--- config.mk ---
export PLATFORM = sky130hd
export DESIGN_NAME = cascade_timer_flat
export DESIGN_NICKNAME = d
export VERILOG_FILES = /design/src/rtl/cascade_timer_if.sv /design/src/rtl/cascade_timer.sv /design/src/flat_wrapper.sv
export SDC_FILE = /design/constraint.sdc
export NUM_CORES = 1
export LEC_CHECK = 0
export ABC_CLOCK_PERIOD_IN_PS = 2800
export BUFFER_PORTS_ARGS = -buffer_cell sky130_fd_sc_hd__buf_2
export CORE_MARGIN = 10
export CORE_UTILIZATION = 46
export DETAILED_ROUTE_END_ITERATION = 10
export GPL_TIMING_DRIVEN = 0
export PLACE_DENSITY = 0.77
export SLEW_MARGIN = 20
export SYNTH_ARGS = -nofsm -noshare
export SYNTH_HDL_FRONTEND = slang
export SYNTH_SLANG_ARGS = --single-unit
--- constraint.sdc ---
create_clock -name clk -period 2.8 [get_ports clk]
set_clock_uncertainty 0.15 [all_clocks]
set_input_delay 0.42 -clock clk [delete_from_list [all_inputs] [get_ports clk]]
set_output_delay 0.42 -clock clk [all_outputs]
set_load 0.02 [all_outputs]
--- src/rtl/cascade_timer_if.sv ---
// cascade_timer_if: bundles the control, status, snapshot and alarm signals
// of the cascaded timebase so they travel as one port.
//   master : the client side (drives en/clear/limits/requests, reads counts)
//   slave  : the timer side (the reverse directions)
// STAGES and W must match the parameters of the cascade_timer instance.
interface cascade_timer_if #(
  parameter int STAGES = 6,
  parameter int W      = 8
);
  logic                  en;
  logic                  clear;
  logic [STAGES*W-1:0]   stage_max;
  logic [STAGES*W-1:0]   cnt;
  logic                  carry_out;
  logic                  ovf;
  logic                  ovf_clr;
  logic                  snap;
  logic [STAGES*W-1:0]   snap_cnt;
  logic                  snap_valid;
  logic                  alarm_en;
  logic [STAGES*W-1:0]   alarm_val;
  logic                  alarm;

  modport master (
    output en, clear, stage_max, ovf_clr, snap, alarm_en, alarm_val,
    input  cnt, carry_out, ovf, snap_cnt, snap_valid, alarm
  );

  modport slave (
    input  en, clear, stage_max, ovf_clr, snap, alarm_en, alarm_val,
    output cnt, carry_out, ovf, snap_cnt, snap_valid, alarm
  );
endinterface

--- src/rtl/cascade_timer.sv ---
// cascade_timer: mixed-radix timebase built from STAGES cascaded counters,
// each with a runtime-programmable wrap value. All stages advance in the
// same edge their lower neighbours carry (no rippled, registered carries).
// Adds a sticky overflow flag, a coherent snapshot and a one-shot alarm.
// Ports:
//   clk  : system clock, rising edge
//   rst  : synchronous active-high reset
//   bus  : cascade_timer_if.slave
//          en/clear        count enable / synchronous clear of counts
//          stage_max       per-stage wrap value, stage i at [i*W +: W]
//          cnt/carry_out   live count / combinational top-stage wrap
//          ovf/ovf_clr     sticky overflow flag and its clear
//          snap/snap_cnt/snap_valid  snapshot request, capture, valid pulse
//          alarm_en/alarm_val/alarm  compare alarm enable, value, pulse
module cascade_timer #(
  parameter int STAGES = 6,
  parameter int W      = 8
) (
  input  logic           clk,
  input  logic           rst,
  cascade_timer_if.slave bus
);

  logic [STAGES*W-1:0] cnt_r;
  logic [STAGES*W-1:0] snap_cnt_r;
  logic [STAGES-1:0]   wrap;
  logic [STAGES-1:0]   inc;
  logic                carry;
  logic                ovf_r;
  logic                snap_valid_r;
  logic                match;
  logic                match_d;
  logic                alarm_r;

  // A stage increments when en is high and every stage below it is at its
  // wrap value; expressing it as an AND over all lower wraps keeps the
  // chain free of combinational feedback through a single vector.
  for (genvar i = 0; i < STAGES; i++) begin : g_stage
    assign wrap[i] = (cnt_r[i*W +: W] >= bus.stage_max[i*W +: W]);
    if (i == 0) begin : g_first
      assign inc[i] = bus.en;
    end else begin : g_upper
      assign inc[i] = bus.en & (&wrap[i-1:0]);
    end
  end

  // Clear suppresses the carry so ovf cannot be set by a cleared wrap.
  assign carry = inc[STAGES-1] & wrap[STAGES-1] & ~bus.clear;

  // A stage already above a freshly lowered limit wraps on its next
  // increment rather than being corrected immediately.
  always_ff @(posedge clk) begin
    if (rst || bus.clear) begin
      cnt_r <= '0;
    end else begin
      for (int i = 0; i < STAGES; i++) begin
        if (inc[i]) begin
          cnt_r[i*W +: W] <= wrap[i] ? '0 : cnt_r[i*W +: W] + W'(1);
        end
      end
    end
  end

  // Setting the flag takes precedence over a simultaneous clear request.
  always_ff @(posedge clk) begin
    if (rst) begin
      ovf_r <= 1'b0;
    end else if (carry) begin
      ovf_r <= 1'b1;
    end else if (bus.ovf_clr) begin
      ovf_r <= 1'b0;
    end
  end

  // Capture uses the registered count, i.e. the value before this edge's
  // increment or clear.
  always_ff @(posedge clk) begin
    if (rst) begin
      snap_cnt_r   <= '0;
      snap_valid_r <= 1'b0;
    end else begin
      snap_valid_r <= bus.snap;
      if (bus.snap) begin
        snap_cnt_r <= cnt_r;
      end
    end
  end

  // Edge-detect on the match so a held count produces only one pulse.
  assign match = bus.alarm_en & (cnt_r == bus.alarm_val);

  always_ff @(posedge clk) begin
    if (rst) begin
      match_d <= 1'b0;
      alarm_r <= 1'b0;
    end else begin
      match_d <= match;
      alarm_r <= match & ~match_d;
    end
  end

  assign bus.cnt        = cnt_r;
  assign bus.carry_out  = carry;
  assign bus.ovf        = ovf_r;
  assign bus.snap_cnt   = snap_cnt_r;
  assign bus.snap_valid = snap_valid_r;
  assign bus.alarm      = alarm_r;

endmodule

--- src/flat_wrapper.sv ---
// flat-port wrapper written by rule: the top's interface ports become plain ports
module cascade_timer_flat 
#(
  parameter int STAGES = 6,
  parameter int W      = 8
)
  (clk, rst, bus_en, bus_clear, bus_stage_max, bus_ovf_clr, bus_snap, bus_alarm_en, bus_alarm_val, bus_cnt, bus_carry_out, bus_ovf, bus_snap_cnt, bus_snap_valid, bus_alarm);
  cascade_timer_if #(.STAGES(STAGES), .W(W)) bus_i ();
  input  logic clk;
  input  logic rst;
  input wire logic [$bits(bus_i.en)-1:0] bus_en;
  input wire logic [$bits(bus_i.clear)-1:0] bus_clear;
  input wire logic [$bits(bus_i.stage_max)-1:0] bus_stage_max;
  input wire logic [$bits(bus_i.ovf_clr)-1:0] bus_ovf_clr;
  input wire logic [$bits(bus_i.snap)-1:0] bus_snap;
  input wire logic [$bits(bus_i.alarm_en)-1:0] bus_alarm_en;
  input wire logic [$bits(bus_i.alarm_val)-1:0] bus_alarm_val;
  output wire logic [$bits(bus_i.cnt)-1:0] bus_cnt;
  output wire logic [$bits(bus_i.carry_out)-1:0] bus_carry_out;
  output wire logic [$bits(bus_i.ovf)-1:0] bus_ovf;
  output wire logic [$bits(bus_i.snap_cnt)-1:0] bus_snap_cnt;
  output wire logic [$bits(bus_i.snap_valid)-1:0] bus_snap_valid;
  output wire logic [$bits(bus_i.alarm)-1:0] bus_alarm;
  assign bus_i.en = bus_en;
  assign bus_i.clear = bus_clear;
  assign bus_i.stage_max = bus_stage_max;
  assign bus_i.ovf_clr = bus_ovf_clr;
  assign bus_i.snap = bus_snap;
  assign bus_i.alarm_en = bus_alarm_en;
  assign bus_i.alarm_val = bus_alarm_val;
  assign bus_cnt = bus_i.cnt;
  assign bus_carry_out = bus_i.carry_out;
  assign bus_ovf = bus_i.ovf;
  assign bus_snap_cnt = bus_i.snap_cnt;
  assign bus_snap_valid = bus_i.snap_valid;
  assign bus_alarm = bus_i.alarm;
  cascade_timer #(.STAGES(STAGES), .W(W)) u_core (.clk(clk), .rst(rst), .bus(bus_i));
endmodule
# Word level (Yosys, flattened, before mapping)
# Index checks and enable logic that the tools add are counted.
dict set report word_totals {
  output_inout_bits 100
  inputBits 103
  word_cells 49
  reg_bits 100
}
dict set report classes {
  n_addsub 6
  reduce_logical 6
  n_eq_ne 1
  muxes 8
  bitwise_logic 11
  n_lt_le_gt_ge 6
}
# operator n
set ops {}
lappend ops {{adder 8 x 1 -> 8 bit (second input constant)} 6}
lappend ops {{== test 48 bit} 1}
lappend ops {{>= comparator 8 bit} 6}
lappend ops {{2-to-1 mux 8 bit} 6}
lappend ops {{bitwise AND 1 bit} 9}
lappend ops {{AND reduction 5 bit} 1}
lappend ops {{AND reduction 4 bit} 1}
lappend ops {{AND reduction 3 bit} 1}
lappend ops {{2-to-1 mux 1 bit} 2}
lappend ops {{inverter 1 bit} 2}
lappend ops {{AND reduction 2 bit} 1}
lappend ops {{nonzero test 2 bit} 1}
lappend ops {{logical OR 1 bit} 1}

# Longest topological paths before layout
dict set report logic_depth {
  ltp_word 6
  mapped_depth 10
  mapped_depth_nobuf 8
}

# Least setup slack after synthesis
# No wires, ideal clock.
dict set report synth_path {
  kind {reg-to-output}
  start {register u_core.cnt_r[0] (netlist: u_core.bus.cnt[0])}
  end {output port bus_carry_out}
  path_buffers 2
  path_slack_ns -0.418
  path_stages_with_launch 10
  t_required_ns 2.230
  arrival_time_ns 2.648
  cell_sequence {dfxtp_1 inv_1 ha_1 nor3b_1 o21ai_0 a32o_1 clkbuf_1 nand4_1 clkbuf_1 nor4_1}
}
dict set report synth_between {
  elab_chain_len 5
}
# element line
set synth_rtl {}
lappend synth_rtl {{start, declared} cascade_timer.sv:24} ;# logic [STAGES*W-1:0] cnt_r;
lappend synth_rtl {{start signal, assigned by index} cascade_timer.sv:58} ;# cnt_r[i*W +: W] <= wrap[i] ? '0 : cnt_r[i*W +: W] + W'(1);
lappend synth_rtl {{>= comparator 8 bit} cascade_timer.sv:39} ;# assign wrap[i] = (cnt_r[i*W +: W] >= bus.stage_max[i*W +: W]);
lappend synth_rtl {{AND reduction 5 bit} cascade_timer.sv:43} ;# assign inc[i] = bus.en & (&wrap[i-1:0]);
lappend synth_rtl {{bitwise AND 1 bit} cascade_timer.sv:43}
lappend synth_rtl {{bitwise AND 1 bit (2 in a row)} cascade_timer.sv:48} ;# assign carry = inc[STAGES-1] & wrap[STAGES-1] & ~bus.clear;
lappend synth_rtl {{end, declared} flat_wrapper.sv:19} ;# output wire logic [$bits(bus_i.carry_out)-1:0] bus_carry_out;
# No other way between the ends.

# Worst setup path after layout
dict set report layout_path {
  start {register u_core.cnt_r[6] (netlist: u_core.bus.cnt[6])}
  end {output port bus_carry_out}
}
# Same word-level chain as after synthesis.

==> impl_metrics.sql <==
INSERT INTO impl_metrics (metric_group, metric, value, unit) VALUES
('worst_setup_path', 'critical_path.top_delay_family', 'simple AND/OR/NAND/NOR gates', ''),
('clock_tree', 'cts-root-to-sink-buffers', '2', ''),
('clock_tree', 'clk_tree_root_cell', 'clkbuf_16', ''),
('global_routing', 'grt_usage', '22.0', '%'),
('place', 'dp_hpwl', '15000', 'um'),
('synth', 'mappedNetlistNets', '828', ''),
('timing', 'final.setup.tns', '-0.113', 'ns'),
('layout', 'layout-drive-gt1-share', '33.6', '%'),
('die', 'die_height', '132', 'um'),
('synth', 'synth_edf_count', '0', ''),
('route', 'vias', '5734', ''),
('route', 'routed_wire_length_per_instance', '18.7', 'um'),
('worst_setup_path', 'path_class', 'reg -> out', ''),
('die', 'placement_rows', '40', ''),
('die', 'die-area', '17500', 'sq um'),
('worst_setup_path', 'slowest_delay', '0.36', 'ns'),
('layout', 'fillerInstances', '1088', ''),
('global_routing', 'global_route.overflow_total', '0', ''),
('route', 'detail_route.first_pass.iterations', '4', ''),
('timing', 'relSlewSlack', '48.0', '%'),
('worst_setup_path', 'crit_path_cell_trace', 'ha_4 > and3_4 > and3_4 > a32o_2 > nand4_1 > clkbuf_8 > nor4_4 > buf_4', ''),
('route', 'wirelength', '20000', 'um'),
('outcome', 'failing_checks', 'setup timing', ''),
('timing', 'layout_setup_ws', '-0.113', 'ns'),
('worst_setup_path', 'cp_data_arrival_time', '2.34', 'ns'),
('worst_setup_path', 'worst_r2r_path_depth', '7', ''),
('timing', 'period_share', '104', '%'),
('synth', 'seq_area_frac_synth', '34.5', '%'),
('die', 'floorplan.initialDensity', '47.7', '%'),
('layout', 'design_area', '7840', 'sq um'),
('layout', 'multi_input_comb_area', '3720', 'sq um'),
('synth', 'synth_simple_gate_area_share', '19.9', '%'),
('global_routing', 'grt_start_max_net_pins', '16', ''),
('worst_setup_path', 'path_max_fanout', '3', ''),
('timing', 'hold_violations', '0', ''),
('worst_setup_path', 'worst_path_required_time', '2.23', 'ns'),
('job', 'max_capacitance_violation_count', '0', ''),
('synth', 'synth_area', '5800', 'sq um'),
('global_routing', 'antenna_violations_before_repair', '3', ''),
('power_and_ir_drop', 'vdd_ir_drop_max', '0.295', 'mV'),
('worst_setup_path', 'worst_setup_sp_type', 'register', ''),
('route', 'drt_iter0_markers', '450', ''),
('die', 'num_ports', '203', ''),
('timing', 'timing_worst_slew_pin_value', '0.777', 'ns'),
('timing', 'grt_setup_unrepaired', 'yes', ''),
('outcome', 'status', 'finished with violations', ''),
('synth', 'yosys.area_share.xor_xnor', '10.4', '%'),
('clock_tree', 'clock_insertion_delay_worst_skew', '0.35', 'ns'),
('synth', 'post_synth_num_cell_types', '51', ''),
('synth', 'synth-async-reset-ratio', '0', '%'),
('worst_setup_path', 'timing.rr.start', 'u_core.bus.cnt[17]', ''),
('layout', 'nNetsFinal', '1056', ''),
('power_and_ir_drop', 'pwr_density_cell', '391', 'nW/um^2'),
('synth', 'synth.yosys.warnings', '0', ''),
('worst_setup_path', 'worst_r2r_endpoint', 'u_core.bus.ovf', ''),
('synth', 'main_synth_ff_type', 'dfxtp_1', ''),
('synth', 'main_combinational_cell_family_by_area_after_synthesis', 'simple AND/OR/NAND/NOR gates', ''),
('synth', 'synth_compound_gate_area_share', '8.79', '%'),
('worst_setup_path', 'critical_path.slowest_cell', 'dfxtp_4', ''),
('worst_setup_path', 'crit_path_frequent_cell', 'and3_4', ''),
('global_routing', 'grt_first_pass_wirelength', '31500', 'um'),
('route', 'viasPerCell', '5.34', ''),
('synth', 'yosys_register_bits', '100', ''),
('hold_path', 'min_path_type', 'reg -> reg', ''),
('timing', 'setup-violations-final', '1', ''),
('place', 'area_after_detailed_placement', '7030', 'sq um'),
('clock_tree', 'htree_num_levels', '3', ''),
('layout', 'synthToLayoutAreaGrowth', '35.0', '%'),
('clock_tree', 'clock_sink_count', '100', ''),
('timing', 'maximum_clock_rate', '0.343', 'GHz'),
('worst_setup_path', 'worst_setup_path_end_kind', 'primary output', '');
per-stage QoR:
stage	std cells	utilization (%)	setup WS, ns	hold slack [ns]
detailed placement	1038	57.8	-0.493	0.247
finish	1074	64.4	-0.113	0.247
CTS	1069	63.3	-0.0834	0.251
global route	1074	64.4	-0.194	0.246
global placement	1038	57.8	-0.483	0.239
floorplan	671	-	0.0105	0.223
timing repair:
action / in CTS / in global routing
setup buffers: 17 / 3
hold buffers: 0 / 0
gates resized for setup: 65 / 24
endpoints found under the setup margin: 47 / 34
pin swaps: 13 / 10
endpoints found under the hold margin: 0 / 0
worst max path at each step:
stage	start	endpoint	slack, ns	depth (start not counted)
finish	u_core.bus.cnt[6]	bus_carry_out	-0.11	8
detailed placement	bus_stage_max[2]	bus_carry_out	-0.49	11
global placement	bus_stage_max[7]	bus_carry_out	-0.48	11
global route	u_core.bus.cnt[40]	bus_carry_out	-0.19	9
CTS	u_core.bus.cnt[6]	bus_carry_out	-0.08	8
floorplan	u_core.bus.cnt[32]	u_core.bus.cnt[38]	0.01	9
cell type report:
cell class	count	area share, %
clock buffer	12	3.15
multi-input combinational	484	47.5
timing repair buffer	219	14.7
tap	168	2.68
antenna	2	0.0639
buffer	29	1.85
clock inverter	4	0.926
sequential	100	26.4
inverter	56	2.68
synthesized netlist by cell type (2+ instances only):
cell,number,share of area (%)
and3_1,8,0.86
a211oi_1,8,1.0
nand2b_1,7,0.75
xor2_1,42,6.3
nand3_1,21,1.8
clkbuf_1,22,1.4
o31a_1,2,0.30
a41o_1,2,0.34
nor4_1,18,1.9
a21oi_1,11,0.95
a221o_1,2,0.34
buf_1,6,0.39
mux2i_1,52,9.0
o22ai_1,7,0.75
inv_1,56,3.6
or2_2,4,0.43
and4_1,2,0.30
o21a_1,2,0.26
nand4_1,25,2.7
ha_1,54,12
buf_2,2,0.17
o211ai_2,2,0.43
a2111oi_0,3,0.45
dfxtp_1,100,34
nor3b_1,3,0.39
o31ai_1,2,0.26
nor3_1,11,0.95
nand4b_1,2,0.30
nor2b_1,2,0.22
a21o_1,7,0.91
nor2_1,100,6.5
xnor2_1,27,4.1
o21ai_0,13,1.1
or4_4,2,0.39
nand2_1,28,1.8
cell usage in the layout (no fill, tap or decap), types with 4 or more instances in the layout:
cell / n
nand4_1: 25
clkbuf_1: 16
nor3_1: 9
ha_1: 46
dfxtp_1: 74
dfxtp_4: 14
a21oi_1: 9
buf_1: 7
xnor2_1: 27
nand2_1: 28
xor2_1: 42
inv_1: 55
o22ai_1: 6
or2_2: 4
nor2_1: 99
and3_1: 6
mux2i_1: 52
buf_2: 200
ha_4: 8
a211oi_1: 8
o21ai_0: 11
nor4_1: 17
buf_4: 20
nand2b_1: 5
nand3_1: 21
a21o_1: 7
dfxtp_2: 12
clkbuf_16: 9
per-layer routing:
layer	global-route usage, %	part of all wire (%)	up-vias
li1	-	-	2793
met1	27.0	43	2689
met2	36.1	47	214
met3	5.18	7.5	36
met4	9.11	2.5	2
met5	0	0.10	-
power breakdown:
part           internal (mW)  switching (mW)  leakage, nW
registers               1.41         0.00146        0.823
logic                  0.134           0.162         2.92
clock network          0.807           0.547        0.153
state kept, by name, indices dropped and copies added (netlist names):
signal,count
u_core.bus.cnt,48
u_core.bus.snap_valid,1
u_core.bus.ovf,1
u_core.bus.alarm,1
u_core.bus.snap_cnt,48
u_core.match_d,1
logic make-up after synthesis:
| family | after synthesis |
|---|---|
| buffers and inverters | 87 |
| adder cells (fa/ha/maj) | 54 |
| AO/OA/AOI/OAI | 72 |
| multiplexers | 52 |
| flip-flops | 100 |
| AND/OR/NAND/NOR | 237 |
| XOR/XNOR | 69 |
worst reg2reg max path: stages (launching register included):
cell,delay [ns]
dfxtp_1,0.51
ha_1,0.32
a2111oi_4,0.42
o31ai_2,0.12
nand4_1,0.21
buf_1,0.44
nor2_1,0.22
a22o_1,0.25
(Power assumes the default switching activity.)
